$ cat src/rtl/add_serial_ctrl.sv
// Bit-serial add/subtract sequencer. One 1-bit full adder is reused for every
// bit position: operands are shifted out LSB-first, sum bits are shifted in at
// the MSB, and the carry lives in a flop between bits. Requests and results
// travel over two independent valid/ready handshakes.

// Single-bit full adder, the only arithmetic element in the sequencer.
module add_1b (
  input  logic x,
  input  logic y,
  input  logic ci,
  output logic o,
  output logic co
);
  assign o  = x ^ y ^ ci;
  assign co = (x & y) | (ci & (x ^ y));
endmodule

module add_serial_ctrl #(
  parameter int WIDTH = 8  // legal range 2..32
) (
  input  logic             clk,
  input  logic             rst_n,
  input  logic             in_valid,
  output logic             in_ready,
  input  logic [WIDTH-1:0] a,
  input  logic [WIDTH-1:0] b,
  input  logic             cin,
  input  logic             sub,
  output logic             out_valid,
  input  logic             out_ready,
  output logic [WIDTH-1:0] sum,
  output logic             cout,
  output logic             ovf
);

  localparam int CW = $clog2(WIDTH);

  localparam logic [1:0] ST_IDLE = 2'd0;
  localparam logic [1:0] ST_RUN  = 2'd1;
  localparam logic [1:0] ST_DONE = 2'd2;

  logic [1:0]       state_q, state_d;
  logic             live_q;              // low until the first edge after reset release
  logic [WIDTH-1:0] a_sh_q, a_sh_d;
  logic [WIDTH-1:0] b_sh_q, b_sh_d;
  logic [WIDTH-1:0] s_sh_q, s_sh_d;
  logic             carry_q, carry_d;
  logic             prev_carry_q, prev_carry_d;  // carry into the MSB
  logic [CW-1:0]    count_q, count_d;

  logic             add_o;
  logic             add_co;
  logic             last_bit;

  // The adder always looks at the current LSBs and the held carry.
  add_1b u_add (a_sh_q[0], b_sh_q[0], carry_q, add_o, add_co);

  assign last_bit  = (count_q == CW'(WIDTH - 1));
  assign in_ready  = live_q && (state_q == ST_IDLE);
  assign out_valid = (state_q == ST_DONE);

  // Results come straight from the datapath state; nothing touches it between
  // the output handshake and the next accepted request, so values persist.
  assign sum  = s_sh_q;
  assign cout = carry_q;
  assign ovf  = carry_q ^ prev_carry_q;

  // Next-state and datapath update for the IDLE -> RUN -> DONE sequence.
  always_comb begin
    // NOTE: every target gets a hold-value default up front so no path through
    // the case can leave a signal unassigned and infer a latch.
    state_d      = state_q;
    a_sh_d       = a_sh_q;
    b_sh_d       = b_sh_q;
    s_sh_d       = s_sh_q;
    carry_d      = carry_q;
    prev_carry_d = prev_carry_q;
    count_d      = count_q;

    case (state_q)
      ST_IDLE: begin
        if (in_valid && in_ready) begin
          // Subtraction is A + ~B + 1: invert B here, force the carry-in to 1.
          a_sh_d  = a;
          b_sh_d  = sub ? ~b : b;
          carry_d = sub ? 1'b1 : cin;
          count_d = '0;
          state_d = ST_RUN;
        end
      end

      ST_RUN: begin
        a_sh_d  = a_sh_q >> 1;
        b_sh_d  = b_sh_q >> 1;
        s_sh_d  = {add_o, s_sh_q[WIDTH-1:1]};
        carry_d = add_co;
        if (count_q == CW'(WIDTH - 2)) begin
          prev_carry_d = add_co;
        end
        if (last_bit) begin
          state_d = ST_DONE;
        end else begin
          // Holding the count on the last bit keeps it from wrapping.
          count_d = count_q + 1'b1;
        end
      end

      ST_DONE: begin
        if (out_ready) begin
          state_d = ST_IDLE;
        end
      end

      default: begin
        state_d = ST_IDLE;
      end
    endcase
  end

  // State registers; reset clears the whole datapath so an aborted operation
  // leaves no residual carry or partial sum behind.
  always_ff @(posedge clk or negedge rst_n) begin
    if (!rst_n) begin
      state_q      <= ST_IDLE;
      live_q       <= 1'b0;
      a_sh_q       <= '0;
      b_sh_q       <= '0;
      s_sh_q       <= '0;
      carry_q      <= 1'b0;
      prev_carry_q <= 1'b0;
      count_q      <= '0;
    end else begin
      // NOTE: non-blocking assignments let every flop sample the pre-edge
      // values of the others, which the shift chains depend on.
      state_q      <= state_d;
      live_q       <= 1'b1;
      a_sh_q       <= a_sh_d;
      b_sh_q       <= b_sh_d;
      s_sh_q       <= s_sh_d;
      carry_q      <= carry_d;
      prev_carry_q <= prev_carry_d;
      count_q      <= count_d;
    end
  end

endmodule

$ cat config.mk
export PLATFORM = sky130hd
export DESIGN_NAME = add_serial_ctrl
export DESIGN_NICKNAME = d
export VERILOG_FILES = /design/src/rtl/add_serial_ctrl.sv
export SDC_FILE = /design/constraint.sdc
export NUM_CORES = 1
export LEC_CHECK = 0
export ABC_CLOCK_PERIOD_IN_PS = 1600
export BUFFER_PORTS_ARGS = -buffer_cell sky130_fd_sc_hd__buf_2
export CAP_MARGIN = 15
export CORE_AREA = 2 2 61 63
export DETAILED_ROUTE_END_ITERATION = 10
export DIE_AREA = 0 0 63 65
export GPL_TIMING_DRIVEN = 0
export PLACE_DENSITY = 0.7
export SLEW_MARGIN = 25
export SYNTH_ARGS = -nofsm -noshare
export SYNTH_HDL_FRONTEND = slang
export SYNTH_SLANG_ARGS = --single-unit
$ cat constraint.sdc
create_clock -name clk -period 1.6 [get_ports clk]
set_input_delay 0.16 -clock clk [delete_from_list [all_inputs] [get_ports clk]]
set_output_delay 0.16 -clock clk [all_outputs]
set_load 0.05 [all_outputs]
==> flow_summary.yaml <==
route:
  number_of_design_rule_violations_left_by_the_first_detailed_router_iteration: 69
  post_drt_via_cell_ratio: 4.89
  detailroute.via_count: 1203
  drc_errors: 0
  avgRoutedWirePerCell_microns: 12.3
  drt-total-wl_microns: 3030
  count_of_antenna_violating_nets_left_after_detailed_routing: 0
  drt_pre_antenna_iters: 5
place:
  detailedPlacementHpwl_microns: 2120
  dpl-instance-area_sq_mm: 0.00174
  dp_cells: 236
  number_of_port_buffers: 32
  gpl_congestion: 0.771
power_and_ir_drop:
  vdd_ir_drop_max_mv: 0.775
  pwr_density_cell_mw_per_mm2: 2010
  leakage_uw: 0.000925
  total_power_uw: 3670
yosys:
  async_set_reset_flop_share_out_of_synthesis: 1.00
  number_of_enable_flip_flop_cells_after_synthesis: 0
  synth.avg_cell_area_sq_um: 9.66
  synth-main-ff-cell: "dfrtp_1"
  synthMostInstantiatedCell: "nand2_1"
  post_synth_most_frequent_cells: "nand2_1 (47), dfrtp_1 (32), nand3_1 (22)"
  ys_ff_latch: 32
  post_synth_num_cell_types: 29
  post_synth_inst_count: 156
  ys_top_cells_by_area: "dfrtp_1 (53%), nand2_1 (12%), nand3_1 (7.3%)"
  synth.yosys.warnings: 0
  yosysTopAreaCellShare: 0.531
  mappedNetlistArea_sq_mm: 0.00151
  post_synthesis_sequential_area_ratio: 0.531
  synth_area_leader_cell: "dfrtp_1"
  synthesis.nets: 182
timing:
  hold_viol_final: 0
  max-slew-margin-rel: 0.539
  rsz0062_at_grt: "false"
  worst_pin_slew_ns: 0.692
  fin_crit_sh: 0.964
  setup_viol_count_final: 0
  timing_max_transition_violations_final: 0
  max_clock_freq_ghz: 0.649
  worst_clock_skew_ns: 0.00669
  min_period_ns: 1.54
global_routing:
  pin_count_of_the_biggest_net_entering_global_routing: 33
  grt_usage: 0.170
  grt_overflow: 0
  grt_antenna_before_repair: 0
  number_of_global_route_vias_before_repair: 1188
  grt_first_pass_wirelength_microns: 5290
die:
  design.portCount: 34
  floorplan.initialDensity: 0.431
  fp.dieArea_sq_mm: 0.00410
  floorplan.core_area_sq_mm: 0.00350
  die_x_microns: 63
  die-height_microns: 65
  floorplan.rows: 22
clock_network:
  worst_setup_hold_path_clk_slew_ns: 0.10
  cts_num_sinks: 32
  clkLatencyLatePin_ns: 0.34
  htree_num_levels: 2
  clockRootBuffer: "clkbuf_4"
  tritoncts: "yes"
  cts-root-to-sink-buffers: 2
  number_of_buffers_inserted_during_clock_tree_synthesis: 5
setup_path:
  critical_path_arrival_ns: 1.77
  crit_chain: "ha_1 > ha_1 > nor3b_2 > nor2_1 > mux2_2"
  regToRegSetupSlack_ns: 0.06
  crit_top_cell: "ha_1"
  timing.reg2reg.worst_path_depth: 5
  critical_path.max_stage_delay_ns: 0.41
  crit_type: "register to register"
  crit_fanout: 4
  setup.worst_path.start_class: "register"
  cp_slowest_cell: "dfrtp_1"
  regToRegEndpoint: "count_q[0]"
  worst_setup_path_end_kind: "register"
  timing.rr.start: "count_q[0]"
  critical_path_required_ns: 1.83
worst_hold_path:
  hp-class: "input port to register"
  worstHoldEndpoint: "a_sh_q[3]"
  holdCritStartpoint: "a[3]"
  hold_path_depth: 3
final_layout:
  drive_above_1_share: 0.303
  seq_area_sq_um: 801
  multi_input_comb_area_sq_um: 654
  finalInstanceArea_sq_mm: 0.00182
  fin_util: 0.522
  fillerInstances: 362
  area_growth_syn_to_layout_pct: 21.0
  layoutNonFillerInstCount: 246
  num-nets-final: 223
  antennaDiodeCount: 0
flow_run:
  drv.max_cap_violation_count: 0
status:
  status: "finished clean"
stage by stage:
| step | hold slack (ns) | TNS (ns) | setup slack [ns] |
|---|---|---|---|
| 6_report | 0.0243 | 0 | 0.0581 |
| 5_1_grt | 0.0284 | 0 | 0.0101 |
| 4_1_cts | 0.0211 | 0 | 0.0491 |
| 3_5_place_dp | 0.250 | -0.302 | -0.142 |
| 3_3_place_gp | 0.250 | -0.117 | -0.0792 |
| 2_1_floorplan | -0.136 | 0 | 0.0616 |
final cells by class:
type	instances	area share
plain buffers	10	0.0322
clock buffers	6	0.0281
clock inverters	2	0.00549
inverters	3	0.00617
multi-input cells	111	0.359
flip-flops and latches	32	0.439
well taps	48	0.0329
repair buffers	34	0.0974
logic make-up (layout without fill, tap and decap cells):
| kind of cell | count (synthesis) | after routing | synth area share |
|---|---|---|---|
| xor gates and xnor gates | 9 | 9 | 0.0523 |
| buffers and inverters | 13 | 55 | 0.0465 |
| muxes | 2 | 2 | 0.0174 |
| AOI/OAI and AO/OA | 12 | 12 | 0.0614 |
| and+or+nand+nor | 83 | 83 | 0.251 |
| adders and majority gates | 4 | 4 | 0.0382 |
| DFF | 32 | 32 | 0.531 |
| other | 1 | 1 | 0.00249 |
worst max path at each step:
stage	startpoint	to	slack, ns	depth (start not counted)
after global placement	count_q[0]	count_q[0]	-0.08	5
final	count_q[0]	count_q[0]	0.06	5
after global routing	count_q[0]	count_q[0]	0.01	5
after CTS	count_q[0]	count_q[0]	0.05	5
after floorplan	count_q[0]	count_q[0]	0.06	5
after detailed placement	count_q[0]	count_q[0]	-0.14	5
state kept, by name, indices dropped and copies added (netlist names):
name,count
a_sh_q,8
b_sh_q,8
count_q,3
cout,1
live_q,1
prev_carry_q,1
state_q,2
sum,8
what timing repair did:
| action | in CTS | in global routing |
|---|---|---|
| endpoints found under the hold margin | 32 | 0 |
| setup buffers | 1 | 0 |
| hold buffers | 1 | 0 |
| resized for setup | 1 | 0 |
| setup endpoints to repair | 3 | 0 |
cells in the final DEF (no fill, tap or decap), types with 4 or more instances in the layout:
cell type  synthesis  layout
nand2_1           47      47
buf_2              7      39
dfrtp_1           32      32
nand3_1           22      22
xnor2_1            8       8
o211ai_1           7       7
clkbuf_4           0       5
nor3_1             4       4
layer usage:
| metal | part of all wire | track usage | wire length, microns |
|---|---|---|---|
| met1 | 0.46 | 0.201 | 1390 |
| met2 | 0.47 | 0.285 | 1430 |
| met3 | 0.048 | 0.0538 | 146 |
| met4 | 0.019 | 0.0750 | 59 |
| met5 | 0 | 0 | 0 |
power by group:
group	internal (uW)	switching [uW]
combinational	636	1170
sequential	1140	242
clock	209	280
worst max-delay path: cells and delay by family (launching register included):
kind,cells,cell delay [ns]
adder cells (fa/ha/maj),2,0.43
flip-flops,1,0.41
multiplexers,1,0.27
AND/OR/NAND/NOR,2,0.32
Note: power is estimated with default switching activity, not from simulation.
